File: src/rtl/multi_voice_tone_gen_pkg.sv
// Shared types and constants for the multi-voice square-wave tone generator.
// Holds the per-voice volume width, the config FSM states and the mixer shift helper.
package multi_voice_tone_gen_pkg;

  localparam int VOLUME_W = 4;

  typedef enum logic {
    IDLE  = 1'b0,
    APPLY = 1'b1
  } cfg_state_t;

  // Left-shift that scales the widest possible voice sum up to the full PWM counter range.
  function automatic int mix_shift(input int num_voices, input int pwm_bits);
    return pwm_bits - ($clog2(num_voices) + VOLUME_W);
  endfunction

endpackage

File: src/rtl/multi_voice_tone_gen_square_voice.sv
// One square-wave voice: half-period divider, output level and stored volume.
// A load strobe replaces the settings and restarts the waveform from a low level.
module square_voice
  import multi_voice_tone_gen_pkg::*;
#(
  parameter int DIV_WIDTH = 20
) (
  input  logic                 clock,
  input  logic                 reset,
  input  logic                 load,
  input  logic [DIV_WIDTH-1:0] load_half_period,
  input  logic [VOLUME_W-1:0]  load_volume,
  output logic                 level,
  output logic [VOLUME_W-1:0]  volume,
  output logic                 active
);

  localparam logic [DIV_WIDTH-1:0] ONE = DIV_WIDTH'(1);

  logic [DIV_WIDTH-1:0] half_period;
  logic [DIV_WIDTH-1:0] count;

  // A zero half period parks the voice silent with the counter held at zero.
  always_ff @(posedge clock) begin
    if (reset) begin
      half_period <= '0;
      volume      <= '0;
      count       <= '0;
      level       <= 1'b0;
    end else if (load) begin
      half_period <= load_half_period;
      volume      <= load_volume;
      count       <= '0;
      level       <= 1'b0;
    end else if (half_period == '0) begin
      count <= '0;
      level <= 1'b0;
    end else if (count == half_period - ONE) begin
      count <= '0;
      level <= ~level;
    end else begin
      count <= count + ONE;
    end
  end

  assign active = (half_period != '0) && (volume != '0);

endmodule

File: src/rtl/multi_voice_tone_gen.sv
// Multi-voice square-wave synthesiser: a handshaked config port, NUM_VOICES voices,
// a volume-weighted mixer and a PWM stage driving a mono amplifier.
module multi_voice_tone_gen
  import multi_voice_tone_gen_pkg::*;
#(
  parameter int NUM_VOICES = 4,
  parameter int DIV_WIDTH  = 20,
  parameter int PWM_BITS   = 8
) (
  input  logic                          clock,
  input  logic                          reset,
  input  logic                          cfg_valid,
  output logic                          cfg_ready,
  input  logic [$clog2(NUM_VOICES)-1:0] cfg_voice,
  input  logic [DIV_WIDTH-1:0]          cfg_half_period,
  input  logic [VOLUME_W-1:0]           cfg_volume,
  output logic                          pwm_out,
  output logic                          gain,
  output logic                          shutdown_n,
  output logic [NUM_VOICES-1:0]         active_voices
);

  localparam int VOICE_W = $clog2(NUM_VOICES);
  localparam int SUM_W   = VOICE_W + VOLUME_W;
  localparam int SHIFT   = mix_shift(NUM_VOICES, PWM_BITS);

  cfg_state_t state;
  cfg_state_t state_next;
  logic       apply;

  logic [VOICE_W-1:0]   cap_voice;
  logic [DIV_WIDTH-1:0] cap_half_period;
  logic [VOLUME_W-1:0]  cap_volume;

  logic [NUM_VOICES-1:0] levels;
  logic [VOLUME_W-1:0]   volumes [NUM_VOICES];

  logic [SUM_W-1:0]    mix_sum;
  logic [PWM_BITS-1:0] duty;
  logic [PWM_BITS-1:0] duty_q;
  logic [PWM_BITS-1:0] pwm_cnt;

  always_ff @(posedge clock) begin
    if (reset) begin
      state <= IDLE;
    end else begin
      state <= state_next;
    end
  end

  // Ready drops during reset and for the single APPLY cycle, so a held request is taken once.
  always_comb begin
    state_next = state;
    cfg_ready  = 1'b0;
    apply      = 1'b0;
    case (state)
      IDLE: begin
        cfg_ready = ~reset;
        if (cfg_valid && !reset) begin
          state_next = APPLY;
        end
      end
      APPLY: begin
        apply      = ~reset;
        state_next = IDLE;
      end
      default: state_next = IDLE;
    endcase
  end

  always_ff @(posedge clock) begin
    if (reset) begin
      cap_voice       <= '0;
      cap_half_period <= '0;
      cap_volume      <= '0;
    end else if (cfg_valid && cfg_ready) begin
      cap_voice       <= cfg_voice;
      cap_half_period <= cfg_half_period;
      cap_volume      <= cfg_volume;
    end
  end

  for (genvar i = 0; i < NUM_VOICES; i++) begin : g_voice
    square_voice #(
      .DIV_WIDTH(DIV_WIDTH)
    ) u_voice (
      .clock           (clock),
      .reset           (reset),
      .load            (apply && (cap_voice == VOICE_W'(i))),
      .load_half_period(cap_half_period),
      .load_volume     (cap_volume),
      .level           (levels[i]),
      .volume          (volumes[i]),
      .active          (active_voices[i])
    );
  end

  // The sum is wide enough for every voice at full volume, so it cannot overflow.
  always_comb begin
    mix_sum = '0;
    for (int i = 0; i < NUM_VOICES; i++) begin
      if (levels[i]) begin
        mix_sum = mix_sum + SUM_W'(volumes[i]);
      end
    end
  end

  assign duty = PWM_BITS'(mix_sum) << SHIFT;

  // Duty only changes at the period boundary, so each PWM period is glitch-free.
  always_ff @(posedge clock) begin
    if (reset) begin
      pwm_cnt    <= '0;
      duty_q     <= '0;
      pwm_out    <= 1'b0;
      shutdown_n <= 1'b0;
    end else begin
      pwm_cnt    <= pwm_cnt + PWM_BITS'(1);
      if (pwm_cnt == '1) begin
        duty_q <= duty;
      end
      pwm_out    <= (pwm_cnt < duty_q);
      shutdown_n <= (active_voices != '0);
    end
  end

  assign gain = 1'b1;

endmodule

File: config.mk
export PLATFORM = sky130hd
export DESIGN_NAME = multi_voice_tone_gen
export DESIGN_NICKNAME = d
export VERILOG_FILES = /design/src/rtl/multi_voice_tone_gen_pkg.sv /design/src/rtl/multi_voice_tone_gen_square_voice.sv /design/src/rtl/multi_voice_tone_gen.sv
export SDC_FILE = /design/constraint.sdc
export NUM_CORES = 1
export LEC_CHECK = 0
export ABC_AREA = 1
export CORE_ASPECT_RATIO = 2
export CORE_MARGIN = 5
export CORE_UTILIZATION = 34
export CTS_BUF_LIST = sky130_fd_sc_hd__clkbuf_4 sky130_fd_sc_hd__clkbuf_8
export CTS_CLUSTER_DIAMETER = 80
export CTS_CLUSTER_SIZE = 30
export DETAILED_ROUTE_END_ITERATION = 8
export PLACE_DENSITY_LB_ADDON = 0.1
export SETUP_SLACK_MARGIN = 0.5
export SYNTH_ARGS = -nofsm -noshare
export SYNTH_HDL_FRONTEND = slang
export SYNTH_HIERARCHICAL = 1
export SYNTH_SLANG_ARGS = --single-unit
File: constraint.sdc
create_clock -name clock -period 3.1 [get_ports clock]
set_clock_uncertainty 0.05 [all_clocks]
set_input_delay 0.31 -clock clock [delete_from_list [all_inputs] [get_ports clock]]
set_output_delay 0.31 -clock clock [all_outputs]
set_load 0.03 [all_outputs]
==> metrics.csv <==
metric,value,unit
multi_input_area,8620,um2
path_class,reg -> reg,
clkTransAtPathRegs,0.18,ns
ys_ff_latch,223,
drv_cap,0,
core-area,41000,um2
cts_buffers,13,
dieArea,45800,um2
setup-tns-final,-0.359,ns
finalSetupViolations,3,
hold_path.class,in -> reg,
globalplace.congestion,0.870,
netlist_instances,2037,
peakVddDrop,322,uV
fin_ws,-0.127,ns
post_drt_wl_per_cell,15.7,um
clockRootBuffer,clkbuf_8,
rows,105,
track_usage,0.178,
ys_seq_area_frac,0.318,
grt_max_degree,38,
worst_pin_slew,0.635,ns
fin_nets,2164,
arrival,3.68,ns
syn_nets,2095,
place_inst,2598,
remaining_drc_errors,0,
drive_gt1_frac,0.185,
fillers,4516,
register_area,4490,um2
antenna_found_initial,1,
ant_nets,0,
final_cells,2647,
ys.warnings.count,6,
cts.sinks,223,
critPathBufInv,4,
p_per_area,352,nW/um2
end_kind,register,
cp_common_cell,inv_2,
finalHoldViolCount,0,
critical-path-max-stage-delay,0.56,ns
finalCritPeriodShare,1.04,
hpwl,33100,um
crit_slowest_cell,fa_2,
cts_buffer_depth,3,
cts_tree,yes,
dp_worst_setup_slack,-0.159,ns
drtPass1Iterations,5,
violations,negative setup slack,
io_pins,37,
rsz0062_at_grt,yes,
worst-path-max-fanout,4,
worst_setup_path_start_kind,register,
overflow,0,
viasPerCell,4.70,
ys_types,47,
fin_crit,3.23,ns
grt_pass1_wl,65200,um
routed_wl,41400,um
grt_pass1_vias,12300,
p_leak,7.03,nW
cp.required,3.55,ns
die_h,298,um
port-buffer-count,35,
drv_slew,0,
area_growth_syn_to_layout,13.0,%
clkLatencyLatePin,0.58,ns
finalPower,5.59,mW
slew_headroom,0.573,
cp_cell_sequence,nand2_4 > inv_2 > ha_4 > inv_2 > fa_2 > o21ai_2 > buf_4 > ha_1 > nand3_2 > nand3_2 > xor2_1 > nand2_1 > and2_4 > ha_4 > inv_2 > a21oi_2 > o21ai_1 > a21boi_2 > nor2_1 > nor2_1,
timing.fmax,0.310,GHz
syn_area,14100,um2
vias,12400,
drt_iter0_drc,501,
h-tree-depth,1,
initial_core_util,0.343,
die_w,154,um
status,"finished, violations left",
critical_path.top_delay_family,adder cells,
cts-hold-fix-buffers,0,
synth_area_per_cell,6.90,um2
routing by layer:
metal | GRT usage | vias up | share of wire
li1 | - | 6547 | -
met2 | 0.353 | 115 | 0.55
met1 | 0.185 | 5727 | 0.38
met3 | 0.0137 | 56 | 0.017
met5 | 0 | - | 0
met4 | 0.0827 | 0 | 0.050
layout make-up:
class | instances | area share
inverters | 261 | 0.0645
diodes | 1 | 0.000158
well taps | 535 | 0.0421
multi-input cells | 1514 | 0.543
repair buffers | 93 | 0.0498
clock buffers | 13 | 0.0113
clock inverters | 7 | 0.00638
flip-flops and latches | 223 | 0.283
state kept, by name, indices dropped and copies added (netlist names):
register / count
g_voice.u_voice/count: 80
g_voice.u_voice/half_period: 80
cap_half_period: 20
g_voice.u_voice/volume: 16
pwm_cnt: 8
duty_q: 6
cap_volume: 4
g_voice.u_voice/level: 4
cap_voice: 2
pwm_out: 1
shutdown_n: 1
state: 1
logic make-up (layout without fill, tap and decap cells):
logic type	after synthesis	after routing	share of synthesized area
XOR/XNOR	91	91	0.0567
AND/OR/NAND/NOR	1159	1159	0.422
flip-flops	223	223	0.318
other	1	2	0.000267
AO/OA/AOI/OAI	234	234	0.0891
adder cells (fa/ha/maj)	29	29	0.0274
buffers and inverters	300	374	0.0872
path summary, 6_finish.rpt:
path / start / endpoint / slack [ns] / cells past startpoint
min: cfg_half_period[8] / cap_half_period[8] / 0.25 / 3
max: g_voice[0].u_voice/level / duty_q[6] / -0.13 / 20
max reg2reg: g_voice[0].u_voice/level / duty_q[6] / -0.13 / 20
min reg2reg: pwm_cnt[0] / pwm_cnt[0] / 0.41 / 1
stage by stage:
stage,util,hold WS (ns),cell area (um2)
after CTS,0.383,0.205,15700
after detailed placement,0.371,0.389,15200
after global placement,0.371,0.379,15200
after global routing,0.387,0.226,15900
after floorplan,-,0.368,14200
final,0.387,0.251,15900
cell usage after synthesis (all sizes together):
library cell | n | area (um2)
nor3b | 5 | 62.6
clkinv | 5 | 18.8
and2 | 2 | 12.5
nor4 | 5 | 31.3
xor2 | 50 | 438
dfxtp | 223 | 4460
a31oi | 1 | 6.26
o21bai | 4 | 30.0
fa | 3 | 60.1
o41ai | 4 | 35.0
clkbuf | 28 | 106
o21ai | 146 | 749
o31ai | 2 | 15.0
conb | 1 | 3.75
a21boi | 1 | 7.51
or2 | 9 | 56.3
ha | 26 | 325
xnor2 | 41 | 359
nand3 | 122 | 746
buf | 11 | 118
nor2 | 407 | 2260
o2111ai | 1 | 8.76
inv | 256 | 983
nand2 | 512 | 2160
o211ai | 3 | 22.5
o21a | 1 | 7.51
nor3 | 60 | 340
nand4 | 17 | 106
a21oi | 71 | 370
nand3b | 20 | 150
cell usage in the layout, fill, tap and decap left out, types with 20 or more instances in the layout:
| master | count |
|---|---|
| nand2_2 | 35 |
| nand3_2 | 21 |
| o21ai_0 | 129 |
| a21oi_1 | 65 |
| nor2_4 | 78 |
| dfxtp_1 | 213 |
| nand2_1 | 457 |
| clkdlybuf4s50_1 | 31 |
| buf_4 | 58 |
| nor2_2 | 45 |
| nand3_1 | 97 |
| inv_2 | 28 |
| nand3b_1 | 20 |
| nor2_1 | 279 |
| nor3_1 | 52 |
| inv_1 | 218 |
| xnor2_1 | 41 |
| xor2_1 | 50 |
repair_timing:
item                                    4_1_cts  5_1_grt
endpoints found under the setup margin        9        9
resized for setup                            59       27
buffers inserted                             13       15
pin swaps                                    15       18
worst register-to-register path, delay by kind of cell, from the launching register on:
kind	cells	cell delay (ns)
AOI/OAI and AO/OA	4	0.46
xor gates and xnor gates	1	0.15
adders and majority gates	4	1.23
buffers and inverters	4	0.26
DFF	1	0.41
and+or+nand+nor	7	0.62
power breakdown:
part | switching (mW) | total [mW] | internal (mW)
logic | 0.619 | 0.959 | 0.340
clock network | 1.10 | 1.57 | 0.464
registers | 0.134 | 3.07 | 2.93
No activity file was read; power rests on OpenSTA's default activity.
